## src/rtl/interrupt_sequencer.sv

```systemverilog
// interrupt_sequencer: reset / NMI / IRQ / BRK entry sequencer for the top8227 core.
//
// Synchronises the asynchronous NMI and IRQ pins, arbitrates between interrupt sources
// (NMI > BRK > IRQ) at instruction boundaries, and hands the winner to the control state
// machine through a serviceReq / serviceAck handshake. After reset deasserts, resetActive
// is held for RESET_CYCLES cycles and then a reset service request is issued.
//
// Optional feature macro: NMI_DEBOUNCE_EN
//   When defined, the synchronised NMI level passes through a debouncer that only follows
//   the pin after DEBOUNCE_CYCLES consecutive differing samples. The edge detector then
//   runs on the debounced level.
//
// Ports:
//   clk                  in   system clock, all state on posedge
//   nrst                 in   synchronous active-low reset
//   nonMaskableInterrupt in   async NMI pin, rising edge requests NMI
//   interruptRequest     in   async IRQ pin, active-high level
//   iFlag                in   processor I bit, 1 masks IRQ
//   instrBoundary        in   pulse on the last cycle of an instruction
//   brkOpcode            in   with instrBoundary: next opcode is BRK
//   serviceAck           in   pulse: state machine has loaded the vector
//   serviceReq           out  interrupt sequence requested, held until serviceAck
//   intType              out  00 none, 01 reset, 10 NMI, 11 IRQ/BRK
//   isBrk                out  IRQ/BRK entry caused by BRK
//   vectorAddr           out  FFFC reset, FFFA NMI, FFFE IRQ/BRK, 0000 when idle
//   setIFlag             out  pulse in the cycle after serviceAck
//   resetActive          out  high during the reset countdown

module interrupt_sequencer #(
    parameter int unsigned SYNC_STAGES     = 2,
    parameter int unsigned RESET_CYCLES    = 7,
    parameter int unsigned DEBOUNCE_CYCLES = 16
) (
    input  logic        clk,
    input  logic        nrst,
    input  logic        nonMaskableInterrupt,
    input  logic        interruptRequest,
    input  logic        iFlag,
    input  logic        instrBoundary,
    input  logic        brkOpcode,
    input  logic        serviceAck,
    output logic        serviceReq,
    output logic [1:0]  intType,
    output logic        isBrk,
    output logic [15:0] vectorAddr,
    output logic        setIFlag,
    output logic        resetActive
);

    localparam int unsigned CntW = (RESET_CYCLES > 1) ? $clog2(RESET_CYCLES) : 1;

    localparam logic [1:0] StResetSeq = 2'd0;
    localparam logic [1:0] StIdle     = 2'd1;
    localparam logic [1:0] StPending  = 2'd2;
    localparam logic [1:0] StService  = 2'd3;

    localparam logic [1:0] TypeNone  = 2'b00;
    localparam logic [1:0] TypeReset = 2'b01;
    localparam logic [1:0] TypeNmi   = 2'b10;
    localparam logic [1:0] TypeIrq   = 2'b11;

    if (SYNC_STAGES < 2) begin : g_bad_sync
        $error("SYNC_STAGES must be at least 2");
    end
    if (RESET_CYCLES < 1) begin : g_bad_reset
        $error("RESET_CYCLES must be at least 1");
    end
    if (DEBOUNCE_CYCLES < 1) begin : g_bad_debounce
        $error("DEBOUNCE_CYCLES must be at least 1");
    end

    logic [SYNC_STAGES-1:0] nmi_sync_q;
    logic [SYNC_STAGES-1:0] irq_sync_q;
    logic                   nmi_level;
    logic                   nmi_prev_q;
    logic                   nmi_edge;
    logic                   irq_live;
    logic                   nmi_latch_q, nmi_latch_d;
    // Edge seen while an NMI is being served; becomes the latch value on that ack.
    logic                   nmi_again_q, nmi_again_d;
    logic [1:0]             state_q, state_d;
    logic [CntW-1:0]        cnt_q, cnt_d;
    logic                   req_q, req_d;
    logic [1:0]             type_q, type_d;
    logic                   brk_q, brk_d;
    logic [15:0]            vec_q, vec_d;
    logic                   setif_q, setif_d;

    // Pin synchronisers
    always_ff @(posedge clk) begin
        if (!nrst) begin
            nmi_sync_q <= '0;
            irq_sync_q <= '0;
        end else begin
            nmi_sync_q <= {nmi_sync_q[SYNC_STAGES-2:0], nonMaskableInterrupt};
            irq_sync_q <= {irq_sync_q[SYNC_STAGES-2:0], interruptRequest};
        end
    end

`ifdef NMI_DEBOUNCE_EN
    localparam int unsigned DebW = $clog2(DEBOUNCE_CYCLES + 1);

    logic [DebW-1:0] deb_cnt_q, deb_cnt_d;
    logic            deb_q, deb_d;

    // Counts consecutive samples that disagree with the debounced level.
    always_comb begin
        deb_d     = deb_q;
        deb_cnt_d = '0;
        if (nmi_sync_q[SYNC_STAGES-1] != deb_q) begin
            if (deb_cnt_q == DebW'(DEBOUNCE_CYCLES - 1)) begin
                deb_d = nmi_sync_q[SYNC_STAGES-1];
            end else begin
                deb_cnt_d = deb_cnt_q + DebW'(1);
            end
        end
    end

    always_ff @(posedge clk) begin
        if (!nrst) begin
            deb_q     <= 1'b0;
            deb_cnt_q <= '0;
        end else begin
            deb_q     <= deb_d;
            deb_cnt_q <= deb_cnt_d;
        end
    end

    assign nmi_level = deb_q;
`else
    assign nmi_level = nmi_sync_q[SYNC_STAGES-1];
`endif

    assign nmi_edge = nmi_level & ~nmi_prev_q;
    assign irq_live = irq_sync_q[SYNC_STAGES-1] & ~iFlag;

    always_comb begin
        state_d     = state_q;
        cnt_d       = cnt_q;
        req_d       = req_q;
        type_d      = type_q;
        brk_d       = brk_q;
        vec_d       = vec_q;
        setif_d     = 1'b0;
        nmi_latch_d = nmi_latch_q | nmi_edge;
        nmi_again_d = nmi_again_q;

        unique case (state_q)
            StResetSeq: begin
                // Reset service is issued without waiting for an instruction boundary.
                if (cnt_q == '0) begin
                    state_d = StService;
                    req_d   = 1'b1;
                    type_d  = TypeReset;
                    brk_d   = 1'b0;
                    vec_d   = 16'hFFFC;
                end else begin
                    cnt_d = cnt_q - CntW'(1);
                end
            end

            StIdle, StPending: begin
                if (instrBoundary && nmi_latch_q) begin
                    state_d = StService;
                    req_d   = 1'b1;
                    type_d  = TypeNmi;
                    brk_d   = 1'b0;
                    vec_d   = 16'hFFFA;
                end else if (instrBoundary && brkOpcode) begin
                    state_d = StService;
                    req_d   = 1'b1;
                    type_d  = TypeIrq;
                    brk_d   = 1'b1;
                    vec_d   = 16'hFFFE;
                end else if (instrBoundary && irq_live) begin
                    state_d = StService;
                    req_d   = 1'b1;
                    type_d  = TypeIrq;
                    brk_d   = 1'b0;
                    vec_d   = 16'hFFFE;
                end else if (nmi_latch_d || irq_live) begin
                    state_d = StPending;
                end else begin
                    state_d = StIdle;
                end
            end

            StService: begin
                if (type_q == TypeNmi) begin
                    nmi_again_d = nmi_again_q | nmi_edge;
                end
                if (serviceAck) begin
                    req_d   = 1'b0;
                    type_d  = TypeNone;
                    brk_d   = 1'b0;
                    vec_d   = 16'h0000;
                    setif_d = 1'b1;
                    // Serving an NMI consumes the latch, but an edge in the ack cycle or
                    // earlier in this service is kept for the next boundary.
                    if (type_q == TypeNmi) begin
                        nmi_latch_d = nmi_again_q | nmi_edge;
                    end
                    nmi_again_d = 1'b0;
                    state_d     = nmi_latch_d ? StPending : StIdle;
                end
            end

            default: state_d = StResetSeq;
        endcase
    end

    always_ff @(posedge clk) begin
        if (!nrst) begin
            state_q     <= StResetSeq;
            cnt_q       <= CntW'(RESET_CYCLES - 1);
            req_q       <= 1'b0;
            type_q      <= TypeNone;
            brk_q       <= 1'b0;
            vec_q       <= 16'h0000;
            setif_q     <= 1'b0;
            nmi_prev_q  <= 1'b0;
            nmi_latch_q <= 1'b0;
            nmi_again_q <= 1'b0;
        end else begin
            state_q     <= state_d;
            cnt_q       <= cnt_d;
            req_q       <= req_d;
            type_q      <= type_d;
            brk_q       <= brk_d;
            vec_q       <= vec_d;
            setif_q     <= setif_d;
            nmi_prev_q  <= nmi_level;
            nmi_latch_q <= nmi_latch_d;
            nmi_again_q <= nmi_again_d;
        end
    end

    assign serviceReq  = req_q;
    assign intType     = type_q;
    assign isBrk       = brk_q;
    assign vectorAddr  = vec_q;
    assign setIFlag    = setif_q;
    assign resetActive = (state_q == StResetSeq);

endmodule

```

## config.mk

```make
export PLATFORM = sky130hd
export DESIGN_NAME = interrupt_sequencer
export DESIGN_NICKNAME = d
export VERILOG_FILES = /design/src/rtl/interrupt_sequencer.sv
export SDC_FILE = /design/constraint.sdc
export NUM_CORES = 1
export LEC_CHECK = 0
export CAP_MARGIN = 0
export CELL_PAD_IN_SITES_DETAIL_PLACEMENT = 0
export CELL_PAD_IN_SITES_GLOBAL_PLACEMENT = 1
export CORE_ASPECT_RATIO = 0.6
export CORE_MARGIN = 4
export CORE_UTILIZATION = 33
export DETAILED_ROUTE_END_ITERATION = 10
export PLACE_DENSITY = 0.85
export SYNTH_ARGS = -nofsm -noshare
export SYNTH_HDL_FRONTEND = slang
export SYNTH_SLANG_ARGS = --single-unit
export TNS_END_PERCENT = 100
```

## constraint.sdc

```tcl
create_clock -name clk -period 1.7 [get_ports clk]
set_clock_uncertainty 0.05 [all_clocks]
set_input_delay 0.255 -clock clk [delete_from_list [all_inputs] [get_ports clk]]
set_output_delay 0.255 -clock clk [all_outputs]
set_load 0.05 [all_outputs]
```

==> After elaboration in Yosys (flattened, before gate mapping) <==
Index checks and enable logic that the tools add are counted.
{ "word_totals": {"regBits": 33, "inputBits": 8, "word_cells": 79} }
{ "classes": {"addsub": 1, "eq_ne": 7, "muxes": 39, "bitwise": 7, "reduce_logical": 13} }
{ "ops": {"columns": ["op", "count"], "rows": [
  ["16-bit 2-to-1 mux", 5],
  ["16-bit case mux with 3 select lines", 1],
  ["2-bit 2-to-1 mux", 12],
  ["1-bit 2-to-1 mux", 17],
  ["2-bit case mux with 3 select lines", 2],
  ["2-bit AND reduction", 4],
  ["2-bit == test, second input constant", 3],
  ["1-bit case mux with 3 select lines", 2],
  ["4-bit inequality test, second input constant", 1],
  ["1-bit logical AND", 3],
  ["3-bit zero test", 1],
  ["1-bit inverter", 3],
  ["3-bit AND reduction", 1],
  ["3-bit by 1-bit subtractor with 3-bit output, second input constant", 1],
  ["1-bit AND", 2],
  ["2-bit by 1-bit == test with 1-bit output, second input constant", 1],
  ["2-bit zero test", 1],
  ["2-bit by 1-bit inequality test with 1-bit output, second input constant", 1],
  ["2-bit inequality test, second input constant", 1],
  ["1-bit bitwise OR", 2],
  ["2-bit nonzero test", 1],
  ["2-bit OR reduction", 1],
  ["1-bit logical OR", 1]
]} }

==> Depth between registers and ports, before layout <==
{ "logic_depth": {"ltp_word": 9, "ltp_mapped": 8, "depth_no_buf": 7} }

==> Worst setup path after synthesis <==
Ideal clock, no wire load.
{ "synth_timing": {"path_kind": "register to register", "from": "register state_q[0]", "to": "register type_q[0] (netlist: intType[0])", "setup_ps": 72, "arrival_ps": 1597, "setup_slack_ps": -19, "stages_incl_launch_ff": 8, "path_buffers": 1, "period_less_slack_ps": 1719, "cell_sequence": "dfxtp_1 inv_1 ha_1 nand2b_1 clkbuf_2 o21ai_2 a21oi_2 mux2i_1"} }
{ "synth_rtl": {"columns": ["item", "line", "text"], "rows": [
  ["start: declaration", "81", "logic [1:0] state_q, state_d;"],
  ["start signal: assignment", "214", "state_q <= StResetSeq;"],
  ["start signal: assignment", "225", "state_q <= state_d;"],
  ["2-bit zero test *", null, null],
  ["named net resetActive", "47", "output logic resetActive"],
  ["2-bit by 1-bit inequality test with 1-bit output (no line)", null, null],
  ["3-bit AND reduction (no line)", null, null],
  ["end signal: assignment", "217", "type_q <= TypeNone;"],
  ["end signal: assignment", "228", "type_q <= type_d;"],
  ["end: declaration", "84", "logic [1:0] type_q, type_d;"]
]} }
Mark *: on every way through the listed nets, which the timed path passes. The rest lies on a longest branch.
A chain may end at the register's enable or synchronous reset.

==> Worst setup path in the final report <==
{ "layout_timing": {"from": "register cnt_q[0]", "to": "register vec_q[14] (netlist: vectorAddr[14])"} }
{ "layout_between": {"elab_chain_len": 3} }
{ "layout_lines": {"columns": ["item", "line", "text"], "rows": [
  ["start: declaration", "82", "logic [CntW-1:0] cnt_q, cnt_d;"],
  ["start signal: assignment", "215", "cnt_q <= CntW'(RESET_CYCLES - 1);"],
  ["start signal: assignment", "226", "cnt_q <= cnt_d;"],
  ["3-bit zero test", "151", "if (cnt_q == '0) begin"],
  ["2-bit by 1-bit inequality test with 1-bit output (no line)", null, null],
  ["3-bit AND reduction (no line)", null, null],
  ["end signal: assignment", "230", "vec_q <= vec_d;"],
  ["end: declaration", "86", "logic [15:0] vec_q, vec_d;"]
]} }
No other way between the ends.

==> flow_summary.toml <==
[layout]
regArea_um2 = 360
nets = 139
stdcell_area_mm2 = 0.00136
diodes = 0
drive_above_1_share = 0.282
multi_input_area_um2 = 447
fin_cells = 164
fill_cells = 227
syn_to_final_growth_pct = 40.7
layout_commonest_cell = "dfxtp_1"
layout_common_cells = "dfxtp_1 (18), buf_12 (14), nand2_1 (11), buf_4 (11)"

[global_route]
grt_pass1_vias = 714
grt.busiest_layer = "met2"
grtUsageTotal = 0.117
met1_usage = 0.154
grtUsageMet3 = 0.0436
grt_overflow = 0
met2_usage = 0.180
grt_pass1_wl_um = 3550
grt_max_degree = 22
antenna_found_initial = 0

[clock_tree]
ctsResizeCount = 0
clkSlewWorstSetupHoldPaths_ns = 0.07
cts_tree = "done"
clock-sinks = 18
clock_latency_ns = 0.25
postCtsSetupRepairBufs = 0
cts_buffers = 3
clk_path_buf_depth = 2
ctsHoldBuffers = 0
h-tree-depth = 1
cts-root-buf = "clkbuf_8"

[worst_setup_path]
r2r_end = "vectorAddr[14]"
cp.required_ns = 1.83
critical_path.max_fanout = 4
r2r_cells = 7
endpoint_kind = "flip-flop"
arrival_ns = 1.73
start_kind = "flip-flop"
worstSetupPathType = "flip-flop to flip-flop"
rrSetupSlack_ns = 0.10
reg2reg_from = "cnt_q[0]"

[synth]
synthMuxAreaShare = 0.0415
yosysWarnings = 0
syn_avg_cell_area_um2 = 8.93
yosys.area_share.simple = 0.189
synth_top_flop_cell = "dfxtp_1"
synth-compound-area-share = 0.152
syn_nets = 121
ys_ff_latch = 18
async_reset_ff_frac = 0
yosysSeqAreaShare = 0.374
synth-xor-area-share = 0.00908
synth_edf_count = 0
yosysUniqueCellTypes = 31
synth_fa_ha_area_frac = 0.0649
synth_top_family_by_area = "simple AND/OR/NAND/NOR gates"
netlist_instances = 108
netlist_area_um2 = 965

[detailed_routing]
first_iter_violations = 23
route.vias.total = 739
wl_um = 2120
drtPass1Iterations = 4
wl_per_cell_um = 12.9
post-route-drc-count = 0
viasPerCell = 4.51
antenna_left = 0

[floorplan]
dieArea_mm2 = 0.00388
fp.dieH_um = 49.9
core-area_mm2 = 0.00265
rows = 14
fp.dieW_um = 77.8
boundaryPins = 30
start_util = 0.365

[sta]
fin_tns_setup_ns = 0
setup-violations-final = 0
hold_viol_final = 0
finalCritPeriodShare = 0.940
rsz0062_at_grt = "no"
fmax_ghz = 0.626
maxSlewViolCount = 0
min_period_ns = 1.60

[placed_design]
gp_congestion = 0.775
placedCellCount = 161
placed_area_mm2 = 0.00132
hpwl_um = 1690
port_buffers = 28

[hold_path]
min_path_cells = 1
holdCritStartpoint = "nmi_sync_q[0]"
whs_endpoint = "nmi_sync_q[1]"
holdCritPathClass = "flip-flop to flip-flop"

[pwr]
max-vdd-ir-drop_v = 0.000815
power.leakage_nw = 0.575
p_total_mw = 2.85
p_per_area_mw_per_mm2 = 2100

[run]
drv_cap = 0

[run_status]
status = "completed"
[worst max path at each step]
stage	from	endpoint	slack, ns	cells past startpoint
6_report	cnt_q[0]	vectorAddr[14]	0.10	7
5_1_grt	cnt_q[0]	isBrk	0.01	7
2_1_floorplan	state_q[0]	intType[0]	0.13	7
3_3_place_gp	iFlag	vectorAddr[14]	0.10	5
4_1_cts	cnt_q[0]	vectorAddr[14]	0.1	7
3_5_place_dp	iFlag	vectorAddr[14]	0.01	5
[per-layer routing]
metal | wire, µm | up-vias
met5 | 0 | -
met4 | 9 | 0
met3 | 134 | 2
met2 | 924 | 17
met1 | 1050 | 342
li1 | - | 378
[where the power goes]
group	internal [mW]	leakage, nW	switching, mW
clock	0.157	0.0216	0.132
combinational	0.839	0.405	1.12
sequential	0.523	0.148	0.0810
[critical path, stage by stage, from the launching register on]
cell	delay, ns
dfxtp_1	0.32
inv_1	0.05
ha_1	0.16
ha_1	0.14
nand2b_1	0.18
o21ai_2	0.10
a21oi_2	0.27
mux2i_1	0.24
[Yosys cell counts (2+ instances only)]
library cell	number	area share
o211ai_1	4	0.031
inv_1	7	0.027
buf_4	16	0.12
nand2_1	11	0.043
nand2b_1	5	0.032
mux2i_1	4	0.042
nor2_1	4	0.016
a41oi_1	3	0.027
dfxtp_1	18	0.37
clkbuf_2	2	0.010
o21ai_0	4	0.021
ha_1	5	0.065
and2_1	7	0.045
[sequential cells by signal, summed over array words and instances, names as in the netlist]
signal       count
nmi_again_q      1
state_q          2
irq_sync_q       2
setIFlag         1
cnt_q            3
nmi_latch_q      1
nmi_sync_q       2
isBrk            1
serviceReq       1
intType          1
nmi_prev_q       1
vectorAddr       2
[per-stage QoR]
step | utilization | hold slack [ns] | worst slack [ns]
floorplan | - | 0.332 | 0.132
global placement | 0.498 | 0.370 | 0.103
detailed placement | 0.498 | 0.373 | 0.0139
CTS | 0.513 | 0.391 | 0.0964
global route | 0.513 | 0.404 | 0.0126
finish | 0.513 | 0.386 | 0.102
[kinds of logic after synthesis]
family / Yosys count
flops: 18
compound gates: 18
fa+ha+maj: 5
simple gates: 35
buf+inv: 26
other cells: 1
xor+xnor: 1
mux: 4
[area by class of cell]
class | count | share of cell area
multi-input cells | 64 | 0.329
flip-flops and latches | 18 | 0.265
repair buffers | 32 | 0.319
clock buffers | 3 | 0.0304
well taps | 40 | 0.0369
inverters | 7 | 0.0194
Power figures use the tool's default switching activity.
